`config.mk`:
```
export PLATFORM = sky130hd
export DESIGN_NAME = stream_maxpool2x2_requant
export DESIGN_NICKNAME = d
export VERILOG_FILES = /design/src/rtl/cnn_stream_pkg.sv /design/src/rtl/pool_line_buf.sv /design/src/rtl/stream_maxpool2x2_requant.sv
export SDC_FILE = /design/constraint.sdc
export NUM_CORES = 2
export LEC_CHECK = 0
export BUFFER_PORTS_ARGS = -buffer_cell sky130_fd_sc_hd__buf_2
export CELL_PAD_IN_SITES_DETAIL_PLACEMENT = 1
export CELL_PAD_IN_SITES_GLOBAL_PLACEMENT = 1
export CORE_AREA = 4 4 574 576
export CTS_CLUSTER_DIAMETER = 60
export CTS_CLUSTER_SIZE = 20
export DETAILED_ROUTE_END_ITERATION = 6
export DIE_AREA = 0 0 578 580
export HOLD_SLACK_MARGIN = 0.02
export PLACE_DENSITY_LB_ADDON = 0.1
export SLEW_MARGIN = 0
export SYNTH_ARGS = -nofsm -noshare
export SYNTH_HDL_FRONTEND = slang
export SYNTH_SLANG_ARGS = --single-unit
```
`constraint.sdc`:
```
create_clock -name clk -period 16.39 [get_ports clk]
set_input_delay 2.4585 -clock clk [delete_from_list [all_inputs] [get_ports clk]]
set_output_delay 2.4585 -clock clk [all_outputs]
set_load 0.02 [all_outputs]
```
`src/rtl/cnn_stream_pkg.sv`:
```
// Shared definitions for the CNN streaming pipeline stages.
// Holds the default counter widths of the pooling stage and the
// requantising shift/saturate helper used by every requantising stage.
package cnn_stream_pkg;

    // Width of a counter that must index 0..n-1, never narrower than one bit.
    function automatic int cnt_width(input int n);
        int w;
        if (n > 1) begin
            w = $clog2(n);
        end else begin
            w = 1;
        end
        return w;
    endfunction

    // Default geometry of the stage that follows multich_conv2d.
    localparam int POOL_C_DEF     = 8;
    localparam int POOL_W_IN_DEF  = 62;
    localparam int POOL_H_IN_DEF  = 62;

    // Counter widths for the default geometry.
    localparam int POOL_CH_CNT_W  = $clog2(POOL_C_DEF);
    localparam int POOL_COL_CNT_W = $clog2(POOL_W_IN_DEF);
    localparam int POOL_ROW_CNT_W = $clog2(POOL_H_IN_DEF);

    // Arithmetic (floor) right shift followed by saturation to a signed
    // out_w-bit range. The result is returned sign-extended to 32 bits.
    function automatic logic signed [31:0] sat_shift(
        input logic signed [31:0] value,
        input int                 shift,
        input int                 out_w
    );
        logic signed [31:0] s;
        logic signed [31:0] hi;
        logic signed [31:0] lo;
        logic signed [31:0] res;
        s  = value >>> shift;
        hi = (32'sd1 <<< (out_w - 1)) - 32'sd1;
        lo = -hi - 32'sd1;
        if (s > hi) begin
            res = hi;
        end else if (s < lo) begin
            res = lo;
        end else begin
            res = s;
        end
        return res;
    endfunction

endpackage

```
`src/rtl/pool_line_buf.sv`:
```
// Line buffer for the 2x2 pooler: one pooled-column slot per channel,
// holding the horizontal max of the even row until the odd row consumes it.
// One synchronous write port, one combinational read port; contents are
// never reset because every slot is written on an even row before it is read.
module pool_line_buf
    import cnn_stream_pkg::*;
#(
    parameter int DEPTH = 248,
    parameter int IN_W  = 16,
    parameter int AW    = 8
) (
    input  logic            clk,
    input  logic            i_we,
    input  logic [AW-1:0]   i_waddr,
    input  logic [IN_W-1:0] i_wdata,
    input  logic [AW-1:0]   i_raddr,
    output logic [IN_W-1:0] o_rdata
);

    logic [IN_W-1:0] r_mem [DEPTH];

    // Store the even-row horizontal max for later use on the odd row.
    always_ff @(posedge clk) begin
        if (i_we) begin
            r_mem[i_waddr] <= i_wdata;
        end
    end

    assign o_rdata = r_mem[i_raddr];

endmodule

```
`src/rtl/stream_maxpool2x2_requant.sv`:
```
// 2x2 / stride-2 per-channel max pooling with arithmetic-shift requantisation
// and saturation on a channel-interleaved raster stream (ch fastest).
// Optional feature macro: POOL_RELU_EN -- clamps the pooled max to zero when
// negative before the shift, so outputs fall in [0, 2^(OUT_W-1)-1].
module stream_maxpool2x2_requant
    import cnn_stream_pkg::*;
#(
    parameter int C     = 8,
    parameter int H_IN  = 62,
    parameter int W_IN  = 62,
    parameter int IN_W  = 16,
    parameter int OUT_W = 8,
    parameter int SHIFT = 4
) (
    input  logic             clk,
    input  logic             rst,
    input  logic [IN_W-1:0]  pixel_in,
    input  logic             valid_in,
    input  logic             last_in,
    output logic [OUT_W-1:0] pixel_out,
    output logic             valid_out,
    output logic             done
);

    localparam int CH_W     = cnt_width(C);
    localparam int COL_W    = cnt_width(W_IN);
    localparam int ROW_W    = cnt_width(H_IN);
    // Odd trailing row / column never completes a window.
    localparam int ROW_LIM  = (H_IN / 2) * 2;
    localparam int COL_LIM  = (W_IN / 2) * 2;
    localparam int LB_DEPTH = (W_IN / 2) * C;
    localparam int LB_AW    = cnt_width(LB_DEPTH);

    logic [CH_W-1:0]         r_ch;
    logic [COL_W-1:0]        r_col;
    logic [ROW_W-1:0]        r_row;
    logic signed [IN_W-1:0]  r_hreg [C];

    logic signed [IN_W-1:0]  w_x;
    logic [IN_W-1:0]         w_lb_rdata;
    logic signed [IN_W-1:0]  w_cmp;
    logic signed [IN_W-1:0]  w_max;
    logic signed [IN_W-1:0]  w_hreg_d;
    logic signed [31:0]      w_m32;
    logic [OUT_W-1:0]        w_q;
    logic [LB_AW-1:0]        w_lb_addr;
    logic                    w_ch_last;
    logic                    w_col_last;
    logic                    w_row_last;
    logic                    w_frame_end;
    logic                    w_in_win;
    logic                    w_active;
    logic                    w_row_odd;
    logic                    w_col_odd;
    logic                    w_emit;
    logic                    w_lb_we;
    logic                    w_hreg_we;

    // Position decode, window datapath and requantisation of the current sample.
    always_comb begin
        w_x         = $signed(pixel_in);
        w_ch_last   = (r_ch  == CH_W'(C - 1));
        w_col_last  = (r_col == COL_W'(W_IN - 1));
        w_row_last  = (r_row == ROW_W'(H_IN - 1));
        w_frame_end = last_in || (w_row_last && w_col_last && w_ch_last);
        w_in_win    = ({1'b0, r_row} < (ROW_W + 1)'(ROW_LIM)) &&
                      ({1'b0, r_col} < (COL_W + 1)'(COL_LIM));
        w_active    = valid_in && w_in_win;
        w_row_odd   = r_row[0];
        w_col_odd   = r_col[0];
        w_emit      = w_active && w_row_odd && w_col_odd;
        w_lb_we     = !rst && w_active && !w_row_odd && w_col_odd;
        w_hreg_we   = !rst && w_active && !w_col_odd;
        w_lb_addr   = LB_AW'((int'(r_col) >> 1) * C + int'(r_ch));

        // Even column of an odd row compares against the stored even-row max;
        // every other position compares against the per-channel holding reg.
        if (w_row_odd && !w_col_odd) begin
            w_cmp = $signed(w_lb_rdata);
        end else begin
            w_cmp = r_hreg[r_ch];
        end

        if (w_x > w_cmp) begin
            w_max = w_x;
        end else begin
            w_max = w_cmp;
        end

        // Even row starts a fresh window half; odd row folds in the line buffer.
        if (w_row_odd) begin
            w_hreg_d = w_max;
        end else begin
            w_hreg_d = w_x;
        end

        w_m32 = 32'(w_max);
`ifdef POOL_RELU_EN
        if (w_m32 < 32'sd0) begin
            w_m32 = 32'sd0;
        end else begin
            w_m32 = w_m32;
        end
`else
        w_m32 = w_m32;
`endif
        w_q = OUT_W'(sat_shift(w_m32, SHIFT, OUT_W));
    end

    // Per-channel holding register: horizontal partial max of the window.
    always_ff @(posedge clk) begin
        if (w_hreg_we) begin
            r_hreg[r_ch] <= w_hreg_d;
        end
    end

    // Position counters and registered outputs.
    always_ff @(posedge clk) begin
        if (rst) begin
            r_ch      <= '0;
            r_col     <= '0;
            r_row     <= '0;
            pixel_out <= '0;
            valid_out <= 1'b0;
            done      <= 1'b0;
        end else begin
            valid_out <= w_emit;
            done      <= valid_in && last_in;
            if (w_emit) begin
                pixel_out <= w_q;
            end
            if (valid_in) begin
                if (w_frame_end) begin
                    r_ch  <= '0;
                    r_col <= '0;
                    r_row <= '0;
                end else if (!w_ch_last) begin
                    r_ch <= r_ch + CH_W'(1);
                end else begin
                    r_ch <= '0;
                    if (!w_col_last) begin
                        r_col <= r_col + COL_W'(1);
                    end else begin
                        r_col <= '0;
                        r_row <= r_row + ROW_W'(1);
                    end
                end
            end
        end
    end

    pool_line_buf #(
        .DEPTH (LB_DEPTH),
        .IN_W  (IN_W),
        .AW    (LB_AW)
    ) u_line_buf (
        .clk     (clk),
        .i_we    (w_lb_we),
        .i_waddr (w_lb_addr),
        .i_wdata (w_max),
        .i_raddr (w_lb_addr),
        .o_rdata (w_lb_rdata)
    );

endmodule

```
==> run_results.csv <==
group,metric,value,unit
logic_synthesis,ys.flop_type,"edfxtp_1",
logic_synthesis,synth_compound_area_frac,0.0945,
die,design.die.area,335000,um2
setup_path,start_kind,"flop",
cells_and_area,final_area,178000,um2
setup_path,path_delay_family,"buffers and inverters",
cells_and_area,drive_gt1_frac,0.199,
global_routing,use_met1,0.492,
clock_network,clk_latency,0.96,ns
run,max_cap_viol_count,3,
drt,antenna_left,0,
pwr,ir_drop,98.4,uV
global_routing,overflow,0,
die,ios,30,
sta,fin_setup_tns,0,ns
global_routing,grt_max_degree,185,
sta,min_period,11.15,ns
clock_network,cts_buffers,301,
outcome,violations,"capacitance limit, slew limit",
setup_path,critPathCaptureType,"flop",
setup_path,arrival,11.78,ns
sta,tightestPinTransition,1.67,ns
cells_and_area,final_nets,9264,
logic_synthesis,synth_mux_area_frac,0.0854,
drt,first_pass_iters,6,
sta,holdWs,0.479,ns
sta,finalHoldViolCount,0,
setup_path,cp_data_required_time,17.02,ns
sta,relSlewSlack,-0.116,
drt,viasPerCell,7.11,
drt,drtIter0Drc,15723,
clock_network,clock_tree.root_cell,"clkbuf_16",
die,coreArea,324000,um2
outcome,status,"finished, violations left",
logic_synthesis,synth-seq-cells,4124,
die,start_util,0.499,
global_routing,use_met3,0.0828,
logic_synthesis,syn_inst,9090,
logic_synthesis,synth_top_family_by_area,"compound AO/OA/AOI/OAI gates",
logic_synthesis,synth_fa_ha_area_frac,0.00194,
pwr,cellPowerDensity,123,nW/um2
logic_synthesis,yosys.area_share.simple,0.0299,
pwr,p_leak,53.7,nW
worst_hold_path,worstHoldPathCells,2,
setup_path,rr_worst_depth,24,
cells_and_area,finalCoreUtilization,0.550,
logic_synthesis,post_synth_xor_area_fraction,0.000434,
drt,finalWirelength,595,mm
clock_network,cts_resized,0,
setup_path,crit_slowest_cell,"mux2i_2",
logic_synthesis,synthArstFlopShare,0,
setup_path,cp_max_fo,143,
placement,place_area,168000,um2
clock_network,cts_tree,"yes",
sta,rsz0062_at_grt,"no",
placement,io_buffers,29,
global_routing,grt-busiest-layer,"met2",
global_routing,grt_usage,0.348,
logic_synthesis,synth_nets,9135,
clock_network,hold_buffers,0,
global_routing,grt_pass1_wl,813,mm
sta,finalMaxSlewViolations,9,
logic_synthesis,synth_cell_types,92,
sta,finalCritPeriodShare,0.680,
die,die_h,580,um
die,row_count,209,
setup_path,crit_chain,"buf_12 > and2b_4 > buf_4 > buf_12 > o2bb2ai_1 > a21boi_0 > nand2b_1 > a221oi_1 > buf_4 > a22oi_1 > a32o_1 > o21ai_0 > a21oi_1 > ha_1 > nand2_1 > a21oi_1 > a211oi_1 > o21ai_0 > mux2i_2 > nand2_1 > o21a_1 > inv_8 > buf_4 > buf_4",
logic_synthesis,synth_edf_count,4096,
global_routing,grt_use_met2,0.520,
placement,dpl.hpwl,337,mm
placement,place_congestion,0.892,
clock_network,clockBufferDepth,4,
clock_network,cts_setup_buffers,0,
worst_hold_path,hold_class,"flop to flop",
drt,dr_total_vias,97898,
clock_network,clk_pin_slew,0.08,ns
global_routing,grt_antenna_before_repair,38,
cells_and_area,syn_to_final_growth,10.3,%
drt,drc,0,
setup_path,crit_buf_inv,7,
sta,setup_viol,0,
logic_synthesis,syn_area,162000,um2
drt,wl_per_cell,43.2,um
global_routing,grt_pass1_vias,96103,
logic_synthesis,synth_area_per_cell,17.8,um2
clock_network,cts.sink_count,4124,
setup_path,worst-path-stages,24,
setup_path,critPathMostFrequentCell,"buf_4",
sta,fin_skew,0.0499,ns
logic_synthesis,synth_seq_area_share,0.765,
setup_path,max_stage_delay,1.00,ns
setup_path,criticalPathCategory,"flop to flop",
die,die_width,578,um
sta,fmax,89.7,MHz
logic_synthesis,synth_warnings,0,
clock_network,htreeDepth,5,
[area by class of cell]
class / count / area, um2
antenna: 14 / 35.0
sequential: 4124 / 124000
clock inverter: 180 / 2030
tap: 4325 / 5410
timing repair buffer: 480 / 3890
clock buffer: 338 / 7890
inverter: 29 / 176
fill: 28833 / 146000
multi-input combinational: 4283 / 35200
[state kept, by name, indices dropped and copies added, names as in the netlist, named ones only]
signal / count
valid_out: 1
r_row: 6
pixel_out: 8
u_line_buf.r_mem: 3968
r_hreg: 128
r_col: 6
r_ch: 3
done: 1
[stage by stage]
step	std cells	setup slack [ns]	power [mW]
3_5_place_dp	13241	5.52	14.3
4_1_cts	13759	5.49	21.9
6_report	13773	5.24	21.9
5_1_grt	13763	5.12	22.5
3_3_place_gp	13240	5.82	14.2
2_1_floorplan	9090	0.442	13.5
[where the power goes]
group	leakage (nW)	total [mW]	switching, mW	internal (mW)
Sequential	37.0	12.3	0.00688	12.3
Clock	4.80	7.82	3.97	3.85
Combinational	11.9	1.81	1.54	0.274
[worst min-delay path, cell delays in order (launching register included)]
cell      delay (ns)
dfxtp_1         0.31
nand2b_1        0.07
a21oi_1         0.06
[per-layer routing]
metal / wire, um / up-vias / share of wire
li1: - / 37440 / -
met1: 228000 / 52507 / 0.38
met2: 267000 / 6670 / 0.45
met3: 69400 / 1255 / 0.12
met4: 30900 / 26 / 0.052
met5: 289 / - / 0.00049
[cells by family after synthesis]
family / count (synthesis)
fa+ha+maj: 25
compound gates: 2065
buf+inv: 683
flops: 4124
mux: 1055
simple gates: 1130
xor+xnor: 8
[cells in the final DEF (no fill, tap or decap), types with 31 or more instances in the layout]
master	netlist	routed
a211oi_1	50	48
a21oi_1	356	355
a221o_1	123	123
a221oi_1	370	369
a22o_1	67	65
a22oi_1	285	285
a31oi_1	54	52
buf_4	109	422
clkbuf_16	0	311
edfxtp_1	4096	4096
inv_6	0	39
inv_8	0	32
mux2_2	434	432
mux2i_1	397	396
mux4_2	215	215
nand2_1	370	355
nand3_1	60	56
nor2_1	519	359
nor2_2	0	128
nor2_4	0	32
o2111ai_1	33	33
o211ai_1	87	87
o21ai_0	258	255
o221ai_1	80	80
o22ai_1	31	31
o2bb2ai_1	66	66
[synthesized netlist by cell type (33+ instances only)]
master / instances / area [um2]
edfxtp_1: 4096 / 123000
nor2_1: 519 / 1950
mux2_2: 434 / 4890
mux2i_1: 397 / 3970
a221oi_1: 370 / 3240
nand2_1: 370 / 1390
a21oi_1: 356 / 1780
a22oi_1: 285 / 2140
buf_2: 284 / 1420
o21ai_0: 258 / 1290
mux4_2: 215 / 4840
clkbuf_1: 156 / 586
a221o_1: 123 / 1230
buf_4: 109 / 818
o211ai_1: 87 / 653
o221ai_1: 80 / 701
a22o_1: 67 / 587
o2bb2ai_1: 66 / 578
nand3_1: 60 / 300
a31oi_1: 54 / 338
buf_1: 53 / 199
buf_6: 52 / 586
a211oi_1: 50 / 375
o2111ai_1: 33 / 289
[worst paths after layout]
check	startpoint	to	slack (ns)
worst max register to register	r_ch[2]	u_line_buf.r_mem[12][14]	5.24
worst min register to register	pixel_out[7]	pixel_out[7]	0.48
worst max-delay path	r_ch[2]	u_line_buf.r_mem[12][14]	5.24
worst min-delay path	pixel_out[7]	pixel_out[7]	0.48
Power figures use the tool's default switching activity.
